==> config.mk <==
export PLATFORM = sky130hd
export DESIGN_NAME = regfile_scoreboard
export DESIGN_NICKNAME = d
export VERILOG_FILES = /design/src/rtl/regfile_pkg.sv /design/src/rtl/regfile_read_port.sv /design/src/rtl/regfile_scoreboard.sv
export SDC_FILE = /design/constraint.sdc
export NUM_CORES = 2
export LEC_CHECK = 0
export ABC_AREA = 1
export CAP_MARGIN = 30
export CELL_PAD_IN_SITES_DETAIL_PLACEMENT = 1
export CELL_PAD_IN_SITES_GLOBAL_PLACEMENT = 2
export CORE_MARGIN = 1.5
export CORE_UTILIZATION = 40
export DETAILED_ROUTE_END_ITERATION = 10
export HOLD_SLACK_MARGIN = 0.1
export PLACE_DENSITY = 0.87
export SYNTH_ARGS = -nofsm -noshare
export SYNTH_HDL_FRONTEND = slang
export SYNTH_SLANG_ARGS = --single-unit
==> constraint.sdc <==
create_clock -name clk -period 6.6 [get_ports clk]
set_input_delay 0.99 -clock clk [delete_from_list [all_inputs] [get_ports clk]]
set_output_delay 0.99 -clock clk [all_outputs]
set_load 0.05 [all_outputs]
==> src/rtl/regfile_pkg.sv <==
// ============================================================================
//  Module      : regfile_pkg
//  Description : Shared constants and helpers for the LEGv8 register file
//                with busy scoreboard.
//  Revision    : 1.0 - initial release
// ============================================================================
`default_nettype none

package regfile_pkg;

    localparam int                  REG_ADDR_W = 5;
    localparam int                  NUM_REGS   = 32;
    localparam logic [REG_ADDR_W-1:0] ZERO_REG = 5'd31;
    localparam int                  BUSY_CNT_W = 6;
    localparam int                  NUM_STORED = NUM_REGS - 1;

    // A strobe only counts when it targets a real register (not XZR).
    function automatic logic addr_live(input logic en, input logic [REG_ADDR_W-1:0] addr);
        return en && (addr != ZERO_REG);
    endfunction

endpackage

`default_nettype wire

==> src/rtl/regfile_read_port.sv <==
// ============================================================================
//  Module      : regfile_read_port
//  Description : 32:1 read select with XZR override and optional same-cycle
//                write bypass (macro REGFILE_BYPASS_EN).
//  Revision    : 1.0 - initial release
// ============================================================================
`default_nettype none

module regfile_read_port
    import regfile_pkg::*;
#(
    parameter int N = 64
) (
    input  logic [NUM_REGS-1:0][N-1:0]  i_regs,
    input  logic [NUM_REGS-1:0]         i_busy,
    input  logic [REG_ADDR_W-1:0]       i_addr,
    input  logic                        i_wr_live,
    input  logic [REG_ADDR_W-1:0]       i_wr_addr,
    input  logic [N-1:0]                i_wr_data,
    input  logic                        i_rsv_live,
    input  logic [REG_ADDR_W-1:0]       i_rsv_addr,
    output logic [N-1:0]                o_data,
    output logic                        o_busy
);

`ifdef REGFILE_BYPASS_EN
    always_comb begin
        o_data = '0;
        o_busy = 1'b0;
        if (i_addr != ZERO_REG) begin
            o_data = i_regs[i_addr];
            o_busy = i_busy[i_addr];
        end
        // Live write wins; busy survives only if the same register is re-reserved.
        if (i_wr_live && (i_wr_addr == i_addr)) begin
            o_data = i_wr_data;
            o_busy = i_rsv_live && (i_rsv_addr == i_addr);
        end
    end
`else
    logic w_unused_bypass;
    assign w_unused_bypass = ^{i_wr_live, i_wr_addr, i_wr_data, i_rsv_live, i_rsv_addr};

    always_comb begin
        o_data = '0;
        o_busy = 1'b0;
        if (i_addr != ZERO_REG) begin
            o_data = i_regs[i_addr];
            o_busy = i_busy[i_addr];
        end
    end
`endif

endmodule

`default_nettype wire

==> src/rtl/regfile_scoreboard.sv <==
// ============================================================================
//  Module      : regfile_scoreboard
//  Description : 32 x N register file (XZR at 31) with two async read ports,
//                one write port and a per-register busy scoreboard.
//                Optional read bypass: macro REGFILE_BYPASS_EN.
//  Revision    : 1.0 - initial release
// ============================================================================
`default_nettype none

module regfile_scoreboard
    import regfile_pkg::*;
#(
    parameter int N = 64
) (
    input  logic                    clk,
    input  logic                    rst_n,
    input  logic [REG_ADDR_W-1:0]   ReadReg1,
    input  logic [REG_ADDR_W-1:0]   ReadReg2,
    output logic [N-1:0]            ReadData1,
    output logic [N-1:0]            ReadData2,
    output logic                    Busy1,
    output logic                    Busy2,
    input  logic                    RegWrite,
    input  logic [REG_ADDR_W-1:0]   WriteReg,
    input  logic [N-1:0]            WriteData,
    input  logic                    Reserve,
    input  logic [REG_ADDR_W-1:0]   ReserveReg,
    output logic [BUSY_CNT_W-1:0]   BusyCount
);

    logic [NUM_STORED-1:0][N-1:0]   regs_q, regs_d;
    logic [NUM_STORED-1:0]          busy_q, busy_d;
    logic [BUSY_CNT_W-1:0]          busy_count_q, busy_count_d;

    logic                           w_wr_live;
    logic                           w_rsv_live;
    logic                           w_set;
    logic                           w_clr;
    logic [NUM_REGS-1:0][N-1:0]     w_regs_view;
    logic [NUM_REGS-1:0]            w_busy_view;

    // Strobes are masked in reset so a bypassed read cannot leak WriteData.
    assign w_wr_live  = rst_n && addr_live(RegWrite, WriteReg);
    assign w_rsv_live = rst_n && addr_live(Reserve, ReserveReg);

    always_comb begin
        regs_d = regs_q;
        busy_d = busy_q;
        w_set  = 1'b0;
        w_clr  = 1'b0;
        for (int i = 0; i < NUM_STORED; i++) begin
            if (w_wr_live && (WriteReg == REG_ADDR_W'(i))) begin
                regs_d[i] = WriteData;
                busy_d[i] = 1'b0;
            end
            // Reserve applied after write: the newer producer keeps the bit set.
            if (w_rsv_live && (ReserveReg == REG_ADDR_W'(i))) begin
                busy_d[i] = 1'b1;
            end
            w_set = w_set | (busy_d[i] & ~busy_q[i]);
            w_clr = w_clr | (~busy_d[i] & busy_q[i]);
        end
        busy_count_d = busy_count_q + BUSY_CNT_W'(w_set) - BUSY_CNT_W'(w_clr);
    end

    always_ff @(posedge clk or negedge rst_n) begin
        if (!rst_n) begin
            regs_q       <= '0;
            busy_q       <= '0;
            busy_count_q <= '0;
        end else begin
            regs_q       <= regs_d;
            busy_q       <= busy_d;
            busy_count_q <= busy_count_d;
        end
    end

    assign w_regs_view = {{N{1'b0}}, regs_q};
    assign w_busy_view = {1'b0, busy_q};
    assign BusyCount   = busy_count_q;

    regfile_read_port #(.N(N)) u_read_port1 (
        .i_regs     (w_regs_view),
        .i_busy     (w_busy_view),
        .i_addr     (ReadReg1),
        .i_wr_live  (w_wr_live),
        .i_wr_addr  (WriteReg),
        .i_wr_data  (WriteData),
        .i_rsv_live (w_rsv_live),
        .i_rsv_addr (ReserveReg),
        .o_data     (ReadData1),
        .o_busy     (Busy1)
    );

    regfile_read_port #(.N(N)) u_read_port2 (
        .i_regs     (w_regs_view),
        .i_busy     (w_busy_view),
        .i_addr     (ReadReg2),
        .i_wr_live  (w_wr_live),
        .i_wr_addr  (WriteReg),
        .i_wr_data  (WriteData),
        .i_rsv_live (w_rsv_live),
        .i_rsv_addr (ReserveReg),
        .o_data     (ReadData2),
        .o_busy     (Busy2)
    );

endmodule

`default_nettype wire

==> results.cfg <==
[run_status]
run_status = finished clean

[setup_path]
worstRegToRegCells = 15
timing.setup.critical_path_class = in -> out
worst_path_max_fanout = 138
worstReg2RegStart = busy_q[1]$_DFF_PN0_
timing.critical_path.from_type = input port
worstPathArrival_ns = 4.42
crit_path_start = ReadReg1[0]
r2r_end = BusyCount[4]$_DFF_PN0_
regToRegSetupSlack_ns = 3.82
setup.worst_path.end = ReadData1[15]
cp_data_required_time_ns = 5.61
timing.critical_path.to_type = primary output

[detailed_routing]
postRouteAntennaNets = 0
post_drt_wl_per_cell_um = 31.5
drt_pre_antenna_iters = 8
drt-initial-drc-count = 14200
final_wl_um = 550000
detail_route.vias_per_cell = 6.48
routed-via-count = 113000
drc_errors = 0

[clock_network]
worstSkewPairLatency_ns = 0.93
clock_tree_root_driver_cell = sky130_fd_sc_hd__clkbuf_16
tritoncts.num_buffers = 239
cts_max_level = 4
tritoncts_num_sinks = 2021
clock_tree_from_tritoncts = built
cts.path.max_buffers = 4
cts_clk_pin_slew_worst_paths_ns = 0.06

[sta]
timing.max_slew.rel_slack_pct = 18.7
final.setup.tns_ns = 0
finalCriticalPeriod_ns = 5.41
final_max_slew_viol_count = 0
timing.final.crit_share_pct = 82.0
achievable-frequency_mhz = 185
finalHoldViolations = 0
clock_skew_ns = 0.0192
rsz0062_at_grt = no
setup_violations = 0
worst-slew-pin-transition_ns = 1.22
hold_ws_ns = 0.500

[hold_path]
worstHoldStart = regs_q[1817]$_DFFE_PN0P_
hold_path.class = reg -> reg

[global_routing]
first_global_vias = 116000
grt_overflow_total = 0
number_of_antenna_violations_at_the_first_check_in_global_routing = 43
grt_pass1_wl_um = 805000
grt_max_degree = 178
groute.usage.overall_pct = 39.8

[synth]
syn_nets = 14400
synth_cell_type_count = 40
post_synth_fa_ha_maj_area_fraction_pct = 0.0881
synth_compound_area_share_pct = 25.0
number_of_synthesized_flops_with_an_enable_pin = 0
ys.warnings.count = 0
synth-xor-area-share_pct = 0.0406
synth-async-reset-ratio_pct = 100
yosys_register_bits = 2021
ys.flop_type = sky130_fd_sc_hd__dfrtp_1
number_of_instances_in_the_synthesized_netlist = 14300
post_synth_mux_area_share_pct = 0
syn-cell-area_um2 = 108000
post_synth_and_or_nand_nor_area_fraction_pct = 19.0
postSynthAreaPerCell_um2 = 7.54
synth_top_family_by_area = compound AO/OA/AOI/OAI gates
sequential_to_total_area_share_from_yosys_stat_pct = 46.9

[flow_run]
cap_viol_max_count = 0

[power]
p_total_mw = 36.5
power.density_cell_area_nw_per_um2 = 301
power.leakage_nw = 53.0
ir_worst_vdd_v = 0.000216

[floorplan]
dieArea_um2 = 273000
starting_density_pct = 40.2
ioPinCount = 224
die_h_um = 522
chipWidth_um = 522
row_count = 190
placeableCoreArea_um2 = 268000

[final_layout]
layout-drive-gt1-share_pct = 6.14
final_util_pct = 45.2
area_overhead_vs_synth_pct = 12.3
fill_cells = 32400
fin_nets = 13800

[place]
number_of_buffers_added_on_ports = 223
hpwl_um = 290000
gp_routability_congestion = 0.879
==> critical path: stages <==
cell and delay [ns]:
sky130_fd_sc_hd__buf_8 0.20, sky130_fd_sc_hd__inv_16 0.55, sky130_fd_sc_hd__nand2_8 0.36, sky130_fd_sc_hd__inv_16 0.52
sky130_fd_sc_hd__buf_4 0.50, sky130_fd_sc_hd__nand2_1 0.11, sky130_fd_sc_hd__o2111ai_1 0.14, sky130_fd_sc_hd__nand3_1 0.13
sky130_fd_sc_hd__nand2_1 0.10, sky130_fd_sc_hd__nand2_1 0.08, sky130_fd_sc_hd__nand2_1 0.33, sky130_fd_sc_hd__buf_12 0.19
==> worst min path at each step <==
stage	endpoint	slack (ns)	cells after the start
after floorplan	regs_q[1151]$_DFFE_PN0P_	0.46	2
after global placement	regs_q[1634]$_DFFE_PN0P_	0.48	2
after detailed placement	regs_q[1817]$_DFFE_PN0P_	0.49	2
after CTS	regs_q[858]$_DFFE_PN0P_	0.50	2
after global routing	regs_q[784]$_DFFE_PN0P_	0.51	2
final	regs_q[1817]$_DFFE_PN0P_	0.50	2
==> cells in the final DEF, fill, tap and decap left out, types with 54 or more instances in the layout <==
cell type                         synthesis  routed
sky130_fd_sc_hd__a21oi_1                766     766
sky130_fd_sc_hd__a22oi_1                220     220
sky130_fd_sc_hd__buf_12                   0     177
sky130_fd_sc_hd__buf_4                   57     197
sky130_fd_sc_hd__clkbuf_1               756      55
sky130_fd_sc_hd__clkbuf_16                0     240
sky130_fd_sc_hd__clkbuf_8                 0      67
sky130_fd_sc_hd__clkdlybuf4s50_1          0      84
sky130_fd_sc_hd__dfrtp_1               2021    2021
sky130_fd_sc_hd__inv_1                 1033    1019
sky130_fd_sc_hd__nand2_1               3805    3803
sky130_fd_sc_hd__nand3_1                623     623
sky130_fd_sc_hd__nand4_1                163     163
sky130_fd_sc_hd__nor2_1                 470     456
sky130_fd_sc_hd__o2111ai_1              429     429
sky130_fd_sc_hd__o211ai_1               210     210
sky130_fd_sc_hd__o21ai_0               2902    2902
sky130_fd_sc_hd__o21ai_1                105     105
sky130_fd_sc_hd__o221ai_1                54      54
sky130_fd_sc_hd__o22ai_1                 60      60
==> sequential cells by signal, indices dropped and copies added, names as in the netlist <==
| name | flops |
|---|---|
| busy_q | 31 |
| regs_q | 1984 |
| BusyCount | 6 |
==> cell usage after synthesis (all sizes together) (210+ instances only) <==
library cell  number  area (um2)
nand2           3809       14300
o21ai           3007       15000
dfrtp           2021       50600
inv             1058        3980
a21oi            766        3830
clkbuf           760        2860
nand3            624        3140
buf              564        2820
nor2             492        1950
o2111ai          429        3760
a22oi            220        1650
o211ai           210        1580
==> area by class of cell <==
class	instances	area, um2	area share [%]
flip-flops and latches	2021	50600	41.7
multi-input cells	9896	47800	39.5
clock buffers	361	7120	5.87
repair buffers	481	6340	5.23
well taps	3552	4440	3.67
inverters	1062	4190	3.46
clock inverters	64	662	0.546
diodes	23	57.6	0.0475
==> per-layer routing <==
layer	track usage (%)	up-vias	share of wire (%)
li1	-	47100	-
met1	51.7	57700	39
met2	61.2	6673	44
met3	7.70	1728	10
met4	24.4	16	6.9
met5	0	-	0.018
==> logic make-up (layout without fill, tap and decap cells) <==
family,count (synthesis),after routing
and+or+nand+nor,5101,5101
adders and majority gates,7,7
buffers and inverters,2386,1968
AOI/OAI and AO/OA,4783,4783
DFF,2021,2021
other,0,23
xor gates and xnor gates,5,5
==> power by group <==
group	leakage [nW]	total [mW]	internal, mW	switching, mW
combinational	24.8	7.25	2.27	4.98
clock	3.87	13.6	7.83	5.74
sequential	24.3	15.7	14.4	1.29
total	53.0	36.5	24.5	12.0
==> stage by stage <==
| stage | instances | instance area (um2) | setup slack [ns] |
|---|---|---|---|
| 2_1_floorplan | 14300 | 108000 | 2.79 |
| 3_3_place_gp | 17000 | 113000 | 1.39 |
| 3_5_place_dp | 17000 | 113000 | 1.34 |
| 4_1_cts | 17400 | 121000 | 1.33 |
| 5_1_grt | 17500 | 121000 | 1.20 |
| 6_report | 17500 | 121000 | 1.19 |
==> what timing repair did <==
action                                 CTS  global route
gates resized for setup                  0             0
endpoints found under the hold margin   34             0
buffers inserted                         0             0
hold buffers                             1             0
No activity file was read; power rests on OpenSTA's default activity.
